**config.mk**
```make
export PLATFORM = sky130hd
export DESIGN_NAME = rvfi_imem_fetch_arbiter_flat
export DESIGN_NICKNAME = d
export VERILOG_FILES = /design/src/rtl/rvfi_imem_fetch_arbiter_pkg.sv /design/src/rtl/rvfi_imem_fetch_arbiter_if.sv /design/src/rtl/rvfi_rr_pick.sv /design/src/rtl/rvfi_imem_fetch_arbiter.sv /design/src/flat_wrapper.sv
export SDC_FILE = /design/constraint.sdc
export NUM_CORES = 1
export LEC_CHECK = 0
export ABC_AREA = 1
export ABC_CLOCK_PERIOD_IN_PS = 1500
export CORE_MARGIN = 2
export CORE_UTILIZATION = 47
export CTS_CLUSTER_DIAMETER = 50
export DETAILED_ROUTE_END_ITERATION = 10
export PLACE_DENSITY_LB_ADDON = 0.08
export SLEW_MARGIN = 20
export SYNTH_ARGS = -nofsm -noshare
export SYNTH_HDL_FRONTEND = slang
export SYNTH_SLANG_ARGS = --single-unit
```
**constraint.sdc**
```tcl
create_clock -name clk -period 1.5 [get_ports clk]
set_input_delay 0.15 -clock clk [delete_from_list [all_inputs] [get_ports clk]]
set_output_delay 0.15 -clock clk [all_outputs]
set_load 0.01 [all_outputs]
```
**src/rtl/rvfi_imem_fetch_arbiter_pkg.sv**
```systemverilog
// Purpose : shared types, constants and the rotating-priority helper for the imem fetch arbiter.
// Latency : n/a (declarations and a combinational function only).
// Backpressure : n/a.
// Contents: state_e (3-bit FSM encoding), HALF_BYTES, RR_MAX, rr_onehot().
package rvfi_imem_fetch_arbiter_pkg;

  typedef enum logic [2:0] {
    ST_IDLE    = 3'd0,
    ST_LO_REQ  = 3'd1,
    ST_LO_WAIT = 3'd2,
    ST_HI_REQ  = 3'd3,
    ST_HI_WAIT = 3'd4,
    ST_RESP    = 3'd5
  } state_e;

  // Byte distance between the two halfwords of a 32-bit fetch.
  localparam int HALF_BYTES = 2;

  // Widest requester vector the round-robin helper supports.
  localparam int RR_MAX = 8;

  // Rotating-priority select: scan ptr, ptr+1, ... (mod n) and return the
  // first requesting position as a one-hot vector (all zero if none).
  // Only the low n bits of req are considered.
  function automatic logic [RR_MAX-1:0] rr_onehot(
    input logic [RR_MAX-1:0] req,
    input logic [2:0]        ptr,
    input int unsigned       n
  );
    logic [RR_MAX-1:0] gnt;
    logic              found;
    int unsigned       idx;
    gnt   = '0;
    found = 1'b0;
    for (int unsigned k = 0; k < RR_MAX; k++) begin
      idx = 32'(ptr) + k;
      // ptr < n and k < n, so a single subtraction is a full modulo.
      if (idx >= n) idx = idx - n;
      if (!found && (k < n) && (idx < RR_MAX) && req[idx[2:0]]) begin
        gnt[idx[2:0]] = 1'b1;
        found         = 1'b1;
      end
    end
    return gnt;
  endfunction

endpackage

```
**src/rtl/rvfi_imem_fetch_arbiter_if.sv**
```systemverilog
// Purpose : requester-side and memory-side handshake bundle of the imem fetch arbiter.
// Latency : n/a (wires only).
// Backpressure : requesters wait on req_ready; memory stalls requests with mem_ready.
// Ports   : slave = arbiter view, master = requesters + memory model view.
interface rvfi_imem_fetch_arbiter_if #(
  parameter int XLEN = 32,
  parameter int NREQ = 2
);

  logic [NREQ-1:0]      req_valid;
  logic [NREQ*XLEN-1:0] req_addr;
  logic [NREQ-1:0]      req_ready;
  logic [NREQ-1:0]      rsp_valid;
  logic [31:0]          rsp_insn;
  logic                 mem_valid;
  logic                 mem_ready;
  logic [XLEN-1:0]      mem_addr;
  logic                 mem_rvalid;
  logic [15:0]          mem_rdata;

  modport slave (
    input  req_valid, req_addr, mem_ready, mem_rvalid, mem_rdata,
    output req_ready, rsp_valid, rsp_insn, mem_valid, mem_addr
  );

  modport master (
    output req_valid, req_addr, mem_ready, mem_rvalid, mem_rdata,
    input  req_ready, rsp_valid, rsp_insn, mem_valid, mem_addr
  );

endinterface

```
**src/rtl/rvfi_rr_pick.sv**
```systemverilog
// Purpose : combinational round-robin picker, priority starting at i_ptr.
// Latency : 0 cycles (pure combinational).
// Backpressure : none; the caller decides whether to act on o_gnt.
// Ports   : i_req request vector, i_ptr start index, o_gnt one-hot grant, o_idx grant index, o_any.
module rvfi_rr_pick
  import rvfi_imem_fetch_arbiter_pkg::*;
#(
  parameter int NREQ = 2,
  parameter int IDXW = (NREQ > 1) ? $clog2(NREQ) : 1
) (
  input  logic [NREQ-1:0] i_req,
  input  logic [IDXW-1:0] i_ptr,
  output logic [NREQ-1:0] o_gnt,
  output logic [IDXW-1:0] o_idx,
  output logic            o_any
);

  logic [RR_MAX-1:0] w_req_ext;
  logic [RR_MAX-1:0] w_gnt_ext;
  logic [2:0]        w_ptr_ext;

  assign w_req_ext = RR_MAX'(i_req);
  assign w_ptr_ext = 3'(i_ptr);
  assign w_gnt_ext = rr_onehot(w_req_ext, w_ptr_ext, 32'(NREQ));

  assign o_gnt = w_gnt_ext[NREQ-1:0];
  assign o_any = |w_gnt_ext;

  // One-hot to binary; at most one bit is set.
  always_comb begin
    o_idx = '0;
    for (int i = 0; i < NREQ; i++) begin
      if (w_gnt_ext[i]) o_idx = IDXW'(i);
    end
  end

endmodule

```
**src/rtl/rvfi_imem_fetch_arbiter.sv**
```systemverilog
// Purpose : shares one 16-bit halfword imem port among NREQ 32-bit instruction fetchers.
// Latency : accept -> rsp_valid 5 cycles minimum (3 for a compressed low half when
//           RISCV_FORMAL_IMEM_ARB_COMPRESSED_EN is defined).
// Backpressure : requests accepted only in IDLE; mem_valid/mem_addr held until mem_ready;
//                responses are a one-cycle pulse with no backpressure.
// Ports   : clk, reset (sync, active-high), bus (slave modport of rvfi_imem_fetch_arbiter_if).
// Options : RISCV_FORMAL_IMEM_ARB_COMPRESSED_EN - finish after one read when the low
//           halfword is a compressed encoding (bits [1:0] != 2'b11).
module rvfi_imem_fetch_arbiter
  import rvfi_imem_fetch_arbiter_pkg::*;
#(
  parameter int XLEN = 32,
  parameter int NREQ = 2
) (
  input  logic                      clk,
  input  logic                      reset,
  rvfi_imem_fetch_arbiter_if.slave  bus
);

  localparam int IDXW = (NREQ > 1) ? $clog2(NREQ) : 1;

  state_e          r_state;
  state_e          w_state_nxt;
  logic [IDXW-1:0] r_rr_ptr;
  logic [IDXW-1:0] r_gidx;
  logic [XLEN-1:0] r_base;
  logic [15:0]     r_lo;
  logic [31:0]     r_insn;

  logic [NREQ-1:0] w_pick_gnt;
  logic [IDXW-1:0] w_pick_idx;
  logic            w_pick_any;
  logic            w_grant;
  logic [IDXW-1:0] w_ptr_nxt;
  logic [XLEN-1:0] w_req_addr_g;
  logic [XLEN-1:0] w_hi_addr;
  logic            w_lo_take;
  logic            w_hi_take;
  logic            w_lo_short;

  rvfi_rr_pick #(
    .NREQ (NREQ),
    .IDXW (IDXW)
  ) u_pick (
    .i_req (bus.req_valid),
    .i_ptr (r_rr_ptr),
    .o_gnt (w_pick_gnt),
    .o_idx (w_pick_idx),
    .o_any (w_pick_any)
  );

  assign w_req_addr_g = bus.req_addr[w_pick_idx*XLEN +: XLEN];
  // Upper halfword address wraps naturally at 2^XLEN.
  assign w_hi_addr    = r_base + XLEN'(HALF_BYTES);
  assign w_ptr_nxt    = (w_pick_idx == IDXW'(NREQ - 1)) ? '0 : w_pick_idx + IDXW'(1);

  assign w_lo_take = (r_state == ST_LO_WAIT) && bus.mem_rvalid;
  assign w_hi_take = (r_state == ST_HI_WAIT) && bus.mem_rvalid;

`ifdef RISCV_FORMAL_IMEM_ARB_COMPRESSED_EN
  assign w_lo_short = (bus.mem_rdata[1:0] != 2'b11);
`else
  assign w_lo_short = 1'b0;
`endif

  // State register
  always_ff @(posedge clk) begin
    if (reset) begin
      r_state <= ST_IDLE;
    end else begin
      r_state <= w_state_nxt;
    end
  end

  // Next state and outputs. Outputs decode from the current state so that
  // mem_valid/mem_addr stay constant while a memory request is stalled.
  always_comb begin
    w_state_nxt   = r_state;
    w_grant       = 1'b0;
    bus.req_ready = '0;
    bus.rsp_valid = '0;
    bus.rsp_insn  = '0;
    bus.mem_valid = 1'b0;
    bus.mem_addr  = '0;
    case (r_state)
      ST_IDLE: begin
        // No accept pulse while reset is held: the grant would be discarded.
        if (w_pick_any && !reset) begin
          w_grant       = 1'b1;
          bus.req_ready = w_pick_gnt;
          w_state_nxt   = ST_LO_REQ;
        end
      end
      ST_LO_REQ: begin
        bus.mem_valid = 1'b1;
        bus.mem_addr  = r_base;
        if (bus.mem_ready) w_state_nxt = ST_LO_WAIT;
      end
      ST_LO_WAIT: begin
        if (bus.mem_rvalid) w_state_nxt = w_lo_short ? ST_RESP : ST_HI_REQ;
      end
      ST_HI_REQ: begin
        bus.mem_valid = 1'b1;
        bus.mem_addr  = w_hi_addr;
        if (bus.mem_ready) w_state_nxt = ST_HI_WAIT;
      end
      ST_HI_WAIT: begin
        if (bus.mem_rvalid) w_state_nxt = ST_RESP;
      end
      ST_RESP: begin
        bus.rsp_valid = NREQ'(1) << r_gidx;
        bus.rsp_insn  = r_insn;
        w_state_nxt   = ST_IDLE;
      end
      default: w_state_nxt = ST_IDLE;
    endcase
  end

  // Grant bookkeeping and instruction assembly
  always_ff @(posedge clk) begin
    if (reset) begin
      r_rr_ptr <= '0;
      r_gidx   <= '0;
      r_base   <= '0;
      r_lo     <= '0;
      r_insn   <= '0;
    end else begin
      if (w_grant) begin
        r_gidx   <= w_pick_idx;
        r_base   <= w_req_addr_g & ~XLEN'(1);
        r_rr_ptr <= w_ptr_nxt;
      end
      if (w_lo_take) begin
        r_lo <= bus.mem_rdata;
        if (w_lo_short) r_insn <= {16'h0000, bus.mem_rdata};
      end
      if (w_hi_take) begin
        r_insn <= {bus.mem_rdata, r_lo};
      end
    end
  end

endmodule

```
**src/flat_wrapper.sv**
```systemverilog
// flat-port wrapper written by rule: the top's interface ports become plain ports
module rvfi_imem_fetch_arbiter_flat import rvfi_imem_fetch_arbiter_pkg::*;
#(
  parameter int XLEN = 32,
  parameter int NREQ = 2
)
  (clk, reset, bus_req_valid, bus_req_addr, bus_mem_ready, bus_mem_rvalid, bus_mem_rdata, bus_req_ready, bus_rsp_valid, bus_rsp_insn, bus_mem_valid, bus_mem_addr);
  rvfi_imem_fetch_arbiter_if #(.XLEN(XLEN), .NREQ(NREQ)) bus_i ();
  input  logic clk;
  input  logic reset;
  input wire logic [$bits(bus_i.req_valid)-1:0] bus_req_valid;
  input wire logic [$bits(bus_i.req_addr)-1:0] bus_req_addr;
  input wire logic [$bits(bus_i.mem_ready)-1:0] bus_mem_ready;
  input wire logic [$bits(bus_i.mem_rvalid)-1:0] bus_mem_rvalid;
  input wire logic [$bits(bus_i.mem_rdata)-1:0] bus_mem_rdata;
  output wire logic [$bits(bus_i.req_ready)-1:0] bus_req_ready;
  output wire logic [$bits(bus_i.rsp_valid)-1:0] bus_rsp_valid;
  output wire logic [$bits(bus_i.rsp_insn)-1:0] bus_rsp_insn;
  output wire logic [$bits(bus_i.mem_valid)-1:0] bus_mem_valid;
  output wire logic [$bits(bus_i.mem_addr)-1:0] bus_mem_addr;
  assign bus_i.req_valid = bus_req_valid;
  assign bus_i.req_addr = bus_req_addr;
  assign bus_i.mem_ready = bus_mem_ready;
  assign bus_i.mem_rvalid = bus_mem_rvalid;
  assign bus_i.mem_rdata = bus_mem_rdata;
  assign bus_req_ready = bus_i.req_ready;
  assign bus_rsp_valid = bus_i.rsp_valid;
  assign bus_rsp_insn = bus_i.rsp_insn;
  assign bus_mem_valid = bus_i.mem_valid;
  assign bus_mem_addr = bus_i.mem_addr;
  rvfi_imem_fetch_arbiter #(.XLEN(XLEN), .NREQ(NREQ)) u_core (.clk(clk), .reset(reset), .bus(bus_i));
endmodule
```
==> results_dict.tcl, run 1 <==
set metrics [dict create \
    clock-sinks 84 \
    io_buffers 151 \
    yosysUniqueCellTypes 29 \
    floorplan.die.width_um 105.8 \
    dominantRegCellSynth "dfxtp_1" \
    die_h_um 105.8 \
    ys_seq_elements 84 \
    status "aborted with a tool error" \
    cts_root_buf "clkbuf_8" \
    grt_max_degree 75 \
    synthTopCellsByArea "dfxtp_1 (35%), nand2_1 (15%), nor2_1 (13%)" \
    h-tree-depth 3 \
    firstError "[ERROR DPL-0033] detailed placement checks failed during check placement." \
    io-pin-count 155 \
    avgSynthCellArea_um2 5.934 \
    clockBufferDepth 2 \
    synth_edf_count 0 \
    stop_stage "global routing (5_1_grt)" \
    dp_cells 1148 \
    synthCells 821 \
    globalplace.congestion 0.9845 \
    synthArstFlopShare_pct 0 \
    grt-worst-endpoint "bus_mem_addr[15]" \
    synthTopCellsByCount "nand2_1 (196), nor2_1 (172), o21ai_0 (108)" \
    synth_top_area_share_pct 34.51 \
    syn-num-nets 909 \
    yosysWarnings 0 \
    ys_seq_area_share_pct 34.51 \
    cts-buffers-inserted 9 \
    synth_area_leader_cell "dfxtp_1" \
    dp_hpwl_um 12620 \
    num_rows 37 \
    worst_endpoint_kind "output port" \
    yosysMostFrequentCell "nand2_1" \
    start_util_pct 47.84 \
    synthesis.area_um2 4872 \
    place_area_um2 7037 \
    antenna_found_initial 2 \
]
## what timing repair did
action / in CTS
resized for setup: 527
buffers inserted: 43
setup endpoints to repair: 69
pin swaps: 52
hold buffers: 0
gates cloned: 7
## logic make-up after synthesis
kind of cell,synth area share (%)
adders and majority gates,0.5135
DFF,34.51
and+or+nand+nor,35.39
xor gates and xnor gates,0.3596
buffers and inverters,11.58
other,0.07697
AOI/OAI and AO/OA,17.57
## per-stage QoR
step	util, %	hold WS [ps]	setup TNS [ps]	worst slack, ps
after floorplan	-	284.9	0	71.68
after global placement	69.09	442.5	-21460	-578.9
after detailed placement	69.09	445.6	-25510	-621.9
after CTS	81.82	392.1	-16490	-412.0
==> run 2, diff against run 1 <==
- CORE_UTILIZATION: 47 -> 40
- CTS_CLUSTER_DIAMETER: 50 -> not set
- PLACE_DENSITY_LB_ADDON: 0.08 -> 0.15
==> run 2 against run 1 <==
  * The flow now finishes, with violations (negative setup slack)
  * Synthesized area unchanged
  * Synthesized cell count unchanged
==> results_dict.tcl, run 2 <==
set metrics [dict create \
    mostFrequentLayoutCell "nand2_1" \
    io_buffers 151 \
    power.density_nw_per_um2 1184 \
    setup_viol 62 \
    floorplan.die.width_um 114.4 \
    grtUsageMet3_pct 6.564 \
    dominantRegCellSynth "dfxtp_1" \
    dp_slack_ps -511.9 \
    via_per_inst 5.290 \
    cp_max_fo 6 \
    status "complete, but fails checks" \
    drive_gt1_share_pct 40.48 \
    worst_slack_ps -419.4 \
    final_util_pct 76.46 \
    clock-sinks 84 \
    cp_cell_sequence "ha_4, inv_4, nor2_4, nand2_2, inv_4, nand4_1, nand3_1, nand2_1, buf_2" \
    cp_data_arrival_time_ps 1770 \
    holdBufCountCts 0 \
    yosysUniqueCellTypes 29 \
    clkSlewWorstSetupHoldPaths_ps 70 \
    largest_reg_flops 32 \
    layout_common_cells "nand2_1 (146), nor2_1 (95), inv_1 (88), clkdlybuf4s50_1 (83), buf_4 (76)" \
    drv_slew 0 \
    synth-xor-area-share_pct 0.3595 \
    crit_path_frequent_cell "inv_4" \
    synth_mux_area_share_pct 0 \
    synthesis.area_um2 4872 \
    cp-start-kind "register" \
    cts_root_buf "clkbuf_16" \
    synthTopCellsByCount "nand2_1 (196), nor2_1 (172), o21ai_0 (108)" \
    yosys.area_share.simple_pct 35.39 \
    yosysWarnings 0 \
    clockBufferDepth 2 \
    violations "negative setup slack" \
    vdd_drop_max_mv 1.010 \
    dr.pass1.iters 5 \
    grt_max_degree 75 \
    ys_seq_area_share_pct 34.51 \
    start_util_pct 40.73 \
    drt_iter0_drc 361 \
    ys_seq_elements 84 \
    h-tree-depth 3 \
    grt_pass1_vias 6137 \
    synth_top_area_share_pct 34.51 \
    fin_crit_ps 1919 \
    ant_nets 0 \
    tightest_slew_ps 517.7 \
    synthArstFlopShare_pct 0 \
    synth_area_leader_cell "dfxtp_1" \
    wirelength_um 20950 \
    finalHoldViolations 0 \
    syn2layout_area_growth_pct 87.72 \
    cap_violations 0 \
    synth_edf_count 0 \
    seqCellArea_um2 1764 \
    max_flop_register "u_core.r_insn" \
    maxSlewHeadroom_pct 65.49 \
    required_ps 1350 \
    grt_first_pass_wirelength_um 29480 \
    syn-num-nets 909 \
    grt.busiest_layer "met2" \
    cp-end-kind "output port" \
    rsz0062_at_grt "true" \
    clock_skew_ps 6.577 \
    hp-class "in -> reg" \
    path_class "reg -> out" \
    fillers 831 \
    num_rows 40 \
    vias 6554 \
    synth_adder_area_share_pct 0.5136 \
    drc 0 \
    antenna_found_initial 0 \
    num_antenna_cells 0 \
    clock_latency_ps 340 \
    cts-buffers-inserted 9 \
    coreArea_um2 11960 \
    final_min_period_over_clock_period_pct 128.0 \
    cp_top_family "simple AND/OR/NAND/NOR gates" \
    dp_hpwl_um 11730 \
    globalplace.congestion 0.9769 \
    met1_usage_pct 30.43 \
    grt.overflow.total 0 \
    io-pin-count 155 \
    track_usage_pct 28.67 \
    leakage_nw 4.008 \
    synth_compound_area_share_pct 17.57 \
    yosysMostFrequentCell "nand2_1" \
    reg_top3 "u_core.r_insn (32), u_core.r_base (31), u_core.r_lo (16)" \
    fmaxAchievable_mhz 521.0 \
    synthCells 821 \
    nNetsFinal 1175 \
    multi_input_area_um2 3571 \
    wl_per_cell_um 16.90 \
    grt_use_met2_pct 51.67 \
    slowest_delay_ps 410 \
    die_area_um2 13080 \
    crit_slowest_cell "dfxtp_4" \
    synth_top_family_by_area "simple AND/OR/NAND/NOR gates" \
    cts_tree "built" \
    worst-path-buf-inv 3 \
    avgSynthCellArea_um2 5.934 \
    die_h_um 114.4 \
    synthTopCellsByArea "dfxtp_1 (35%), nand2_1 (15%), nor2_1 (13%)" \
]
==> run 2: tightest hold or removal path, stage by stage <==
cell	delay, ps
clkdlybuf4s50_1	420
nor2_1	110
nor2_1	50
==> run 2: timing repair <==
item,in CTS,in global routing
gates cloned,5,9
resized for setup,522,194
setup endpoints to repair,70,122
endpoints found under the hold margin,0,0
buffers inserted,45,24
pin swaps,60,47
==> run 2: layer usage <==
| layer | share of wire, % | vias to the layer above |
|---|---|---|
| met1 | 36 | 3019 |
| li1 | - | 3114 |
| met4 | 5.6 | 0 |
| met5 | 0 | - |
| met3 | 6.7 | 98 |
| met2 | 52 | 323 |
==> run 2: cell families after synthesis <==
kind of cell | after synthesis
simple gates | 425
compound gates | 167
buf+inv | 140
flops | 84
xor+xnor | 2
fa+ha+maj | 2
other cells | 1
==> run 2: final timing paths <==
kind	from	to	slack (ps)	cells after the start
worst max-delay path	u_core.r_base[2]	bus_mem_addr[17]	-420	9
worst min register to register	u_core.r_insn[27]	u_core.r_insn[27]	460	2
worst max register to register	u_core.r_state[0]	u_core.r_insn[25]	10	6
worst min-delay path	bus_mem_rdata[14]	u_core.r_lo[14]	440	3
==> run 2: where the power goes <==
part | total (W) | internal (W) | leakage (nW) | switching, W
Combinational | 0.00519 | 0.00248 | 3.17 | 0.00271
Sequential | 0.00341 | 0.00285 | 0.701 | 0.000564
Clock | 0.00223 | 0.00129 | 0.139 | 0.000935
==> run 2: area by class of cell <==
type	instances	share of cell area, %
Timing Repair Buffer	291	31.98
Inverter	103	4.473
Tap cell	147	2.011
Multi-Input combinational cell	598	39.04
Clock buffer	10	2.503
Sequential cell	84	19.29
Clock inverter	6	0.6977
==> run 2: metrics by stage <==
stage	std cells	power (W)	TNS, ps	instance area, µm²	hold slack [ps]
final	1239	0.01083	-12340	9146	440.6
after floorplan	821	0.004839	0	4872	284.9
after detailed placement	1158	0.006530	-28090	7030	444.3
after global routing	1239	0.01135	-16170	9146	449.6
after global placement	1158	0.006488	-27300	7030	443.0
after CTS	1220	0.009664	-13260	8297	424.6
Power figures use the tool's default switching activity.
==> edit, RTL diff (config.mk and constraints of run 2) <==
`NREQ` is set to 2 in 4 places; all go to 4.
--- a/src/rtl/rvfi_imem_fetch_arbiter_if.sv
+++ b/src/rtl/rvfi_imem_fetch_arbiter_if.sv
@@ -4,7 +4,7 @@
 // Ports   : slave = arbiter view, master = requesters + memory model view.
 interface rvfi_imem_fetch_arbiter_if #(
   parameter int XLEN = 32,
-  parameter int NREQ = 2
+  parameter int NREQ = 4
 );
 
   logic [NREQ-1:0]      req_valid;
--- a/src/rtl/rvfi_rr_pick.sv
+++ b/src/rtl/rvfi_rr_pick.sv
@@ -5,7 +5,7 @@
 module rvfi_rr_pick
   import rvfi_imem_fetch_arbiter_pkg::*;
 #(
-  parameter int NREQ = 2,
+  parameter int NREQ = 4,
   parameter int IDXW = (NREQ > 1) ? $clog2(NREQ) : 1
 ) (
   input  logic [NREQ-1:0] i_req,
--- a/src/rtl/rvfi_imem_fetch_arbiter.sv
+++ b/src/rtl/rvfi_imem_fetch_arbiter.sv
@@ -10,7 +10,7 @@
   import rvfi_imem_fetch_arbiter_pkg::*;
 #(
   parameter int XLEN = 32,
-  parameter int NREQ = 2
+  parameter int NREQ = 4
 ) (
   input  logic                      clk,
   input  logic                      reset,
--- a/src/flat_wrapper.sv
+++ b/src/flat_wrapper.sv
@@ -2,7 +2,7 @@
 module rvfi_imem_fetch_arbiter_flat import rvfi_imem_fetch_arbiter_pkg::*;
 #(
   parameter int XLEN = 32,
-  parameter int NREQ = 2
+  parameter int NREQ = 4
 )
   (clk, reset, bus_req_valid, bus_req_addr, bus_mem_ready, bus_mem_rvalid, bus_mem_rdata, bus_req_ready, bus_rsp_valid, bus_rsp_insn, bus_mem_valid, bus_mem_addr);
   rvfi_imem_fetch_arbiter_if #(.XLEN(XLEN), .NREQ(NREQ)) bus_i ();
Interface: changed (resized bus_req_addr, bus_req_ready, bus_req_valid and bus_rsp_valid); port bits go from 155 to 225. The function was not compared with the original's and may differ.
==> edit against run 2 <==
The flow still finishes with violations (negative setup slack); sequential cell count up 2; setup slack worse by 850 ps; area after synthesis rose by 17%; maximum frequency is 31% lower; routed wire length rose by 47%; first-iteration DRC count increased by 130%; final area grew 32%.
Power is not compared: it rests on default switching activity, and its combinational part moved more than twofold at a synthesized area within 25%.
==> edit: results (changes against run 2) <==
stage;metric;value;unit;change
run_status;outcome;complete, but fails checks;;
run_status;failing checks;negative setup slack;;
global_route;first-pass GRT wire length;39000;um;+32%
detailed_routing;1st-iter DRT viols;813;;+130%
synthesis;Synth cell types;37;;+28%
detailed_routing;drt pass-1 iters;8;;+3
synthesis;syn nets;1083;;+19%
global_route;initial antenna violation count;1;;+1
layout;share of layout cells above drive strength 1;44.7;%;+4.2 points
synthesis;register area share after synthesis;30.3;%;-4.2 points
global_route;GRT Util Overall;32.6;%;+4.0 points
timing;Final WS setup;-1270;ps;-853 ps
setup_path;CP endpoint;u_core.r_base[28]$_SDFFE_PP0P_;;
timing;Finish-stage setup viols;111;;+79%
synthesis;ranking of synthesized cells by area;dfxtp_1, nor2_1, o21ai_0;;
setup_path;crit path DAT;3070;ps;+1300 ps
placement;GP Congestion;0.971;;-0.56%
global_route;grt met1 use;37.3;%;+6.8 points
detailed_routing;wire per inst;20.2;um;+20%
global_route;met2 Use GR;59.5;%;+7.8 points
detailed_routing;DR vias;8731;;+33%
layout;NumNets Final;1500;;+28%
min_path;min-delay src;u_core.r_lo[12]$_SDFFE_PP0P_;;
detailed_routing;M1 WL;10600;um;+41%
min_path;hold crit path type;flip-flop to flip-flop;;
min_path;Hold Path End;u_core.r_lo[12]$_SDFFE_PP0P_;;
global_route;met3 global-route usage;5.58;%;-0.98 points
global_route;pin count of the biggest net entering global routing;49;;-35%
==> edit: critical path, cell delays in order, from the launching register on <==
cell	delay, ps
dfxtp_4	380
inv_6	50
buf_4	130
ha_1	190
nor2_1	100
nand2_1	80
nand2_2	120
buf_4	230
nand3_4	170
nand3_4	160
nor2_4	50
nand2_4	100
nand2_8	80
buf_8	140
buf_12	140
buf_16	150
nor2_1	240
nand2_1	120
nand2_1	80
==> edit: cell type report <==
type,instances,share of cell area (%)
multi-input combinational,686,39.1
timing repair buffer,455,38.2
sequential,86,14.5
inverter,101,3.62
clock buffer,9,1.87
tap,180,1.87
clock inverter,7,0.654
timing repair inverter,1,0.0727
antenna,1,0.0208
==> edit: per-stage QoR <==
step	worst slack (ps)	utilization (%)	std cells	power [W]	hold slack, ps
after floorplan	-630	-	923	0.0101	219
after CTS	-1070	80.4	1509	0.0234	443
final	-1270	86.8	1526	0.0270	443
after detailed placement	-1040	66.9	1417	0.0143	432
after global placement	-975	66.9	1417	0.0142	427
after global routing	-1320	86.8	1526	0.0278	457
==> edit: cell families after synthesis <==
family,after synthesis,synth area share (%)
fa+ha+maj,8,1.76
flops,86,30.3
xor+xnor,10,1.54
buf+inv,151,11.1
compound gates,225,20.7
other cells,1,0.0660
simple gates,442,34.5
==> edit: repair_timing <==
action	in CTS	in global routing
cloned	19	2
resized for setup	537	233
setup buffers	71	27
pin swaps	97	86
setup endpoints to repair	110	126
hold endpoints to repair	0	0
==> edit: power breakdown <==
group,internal [W],switching [W]
Clock,0.00118,0.00108
Sequential,0.00280,0.000468
Combinational,0.00999,0.0114
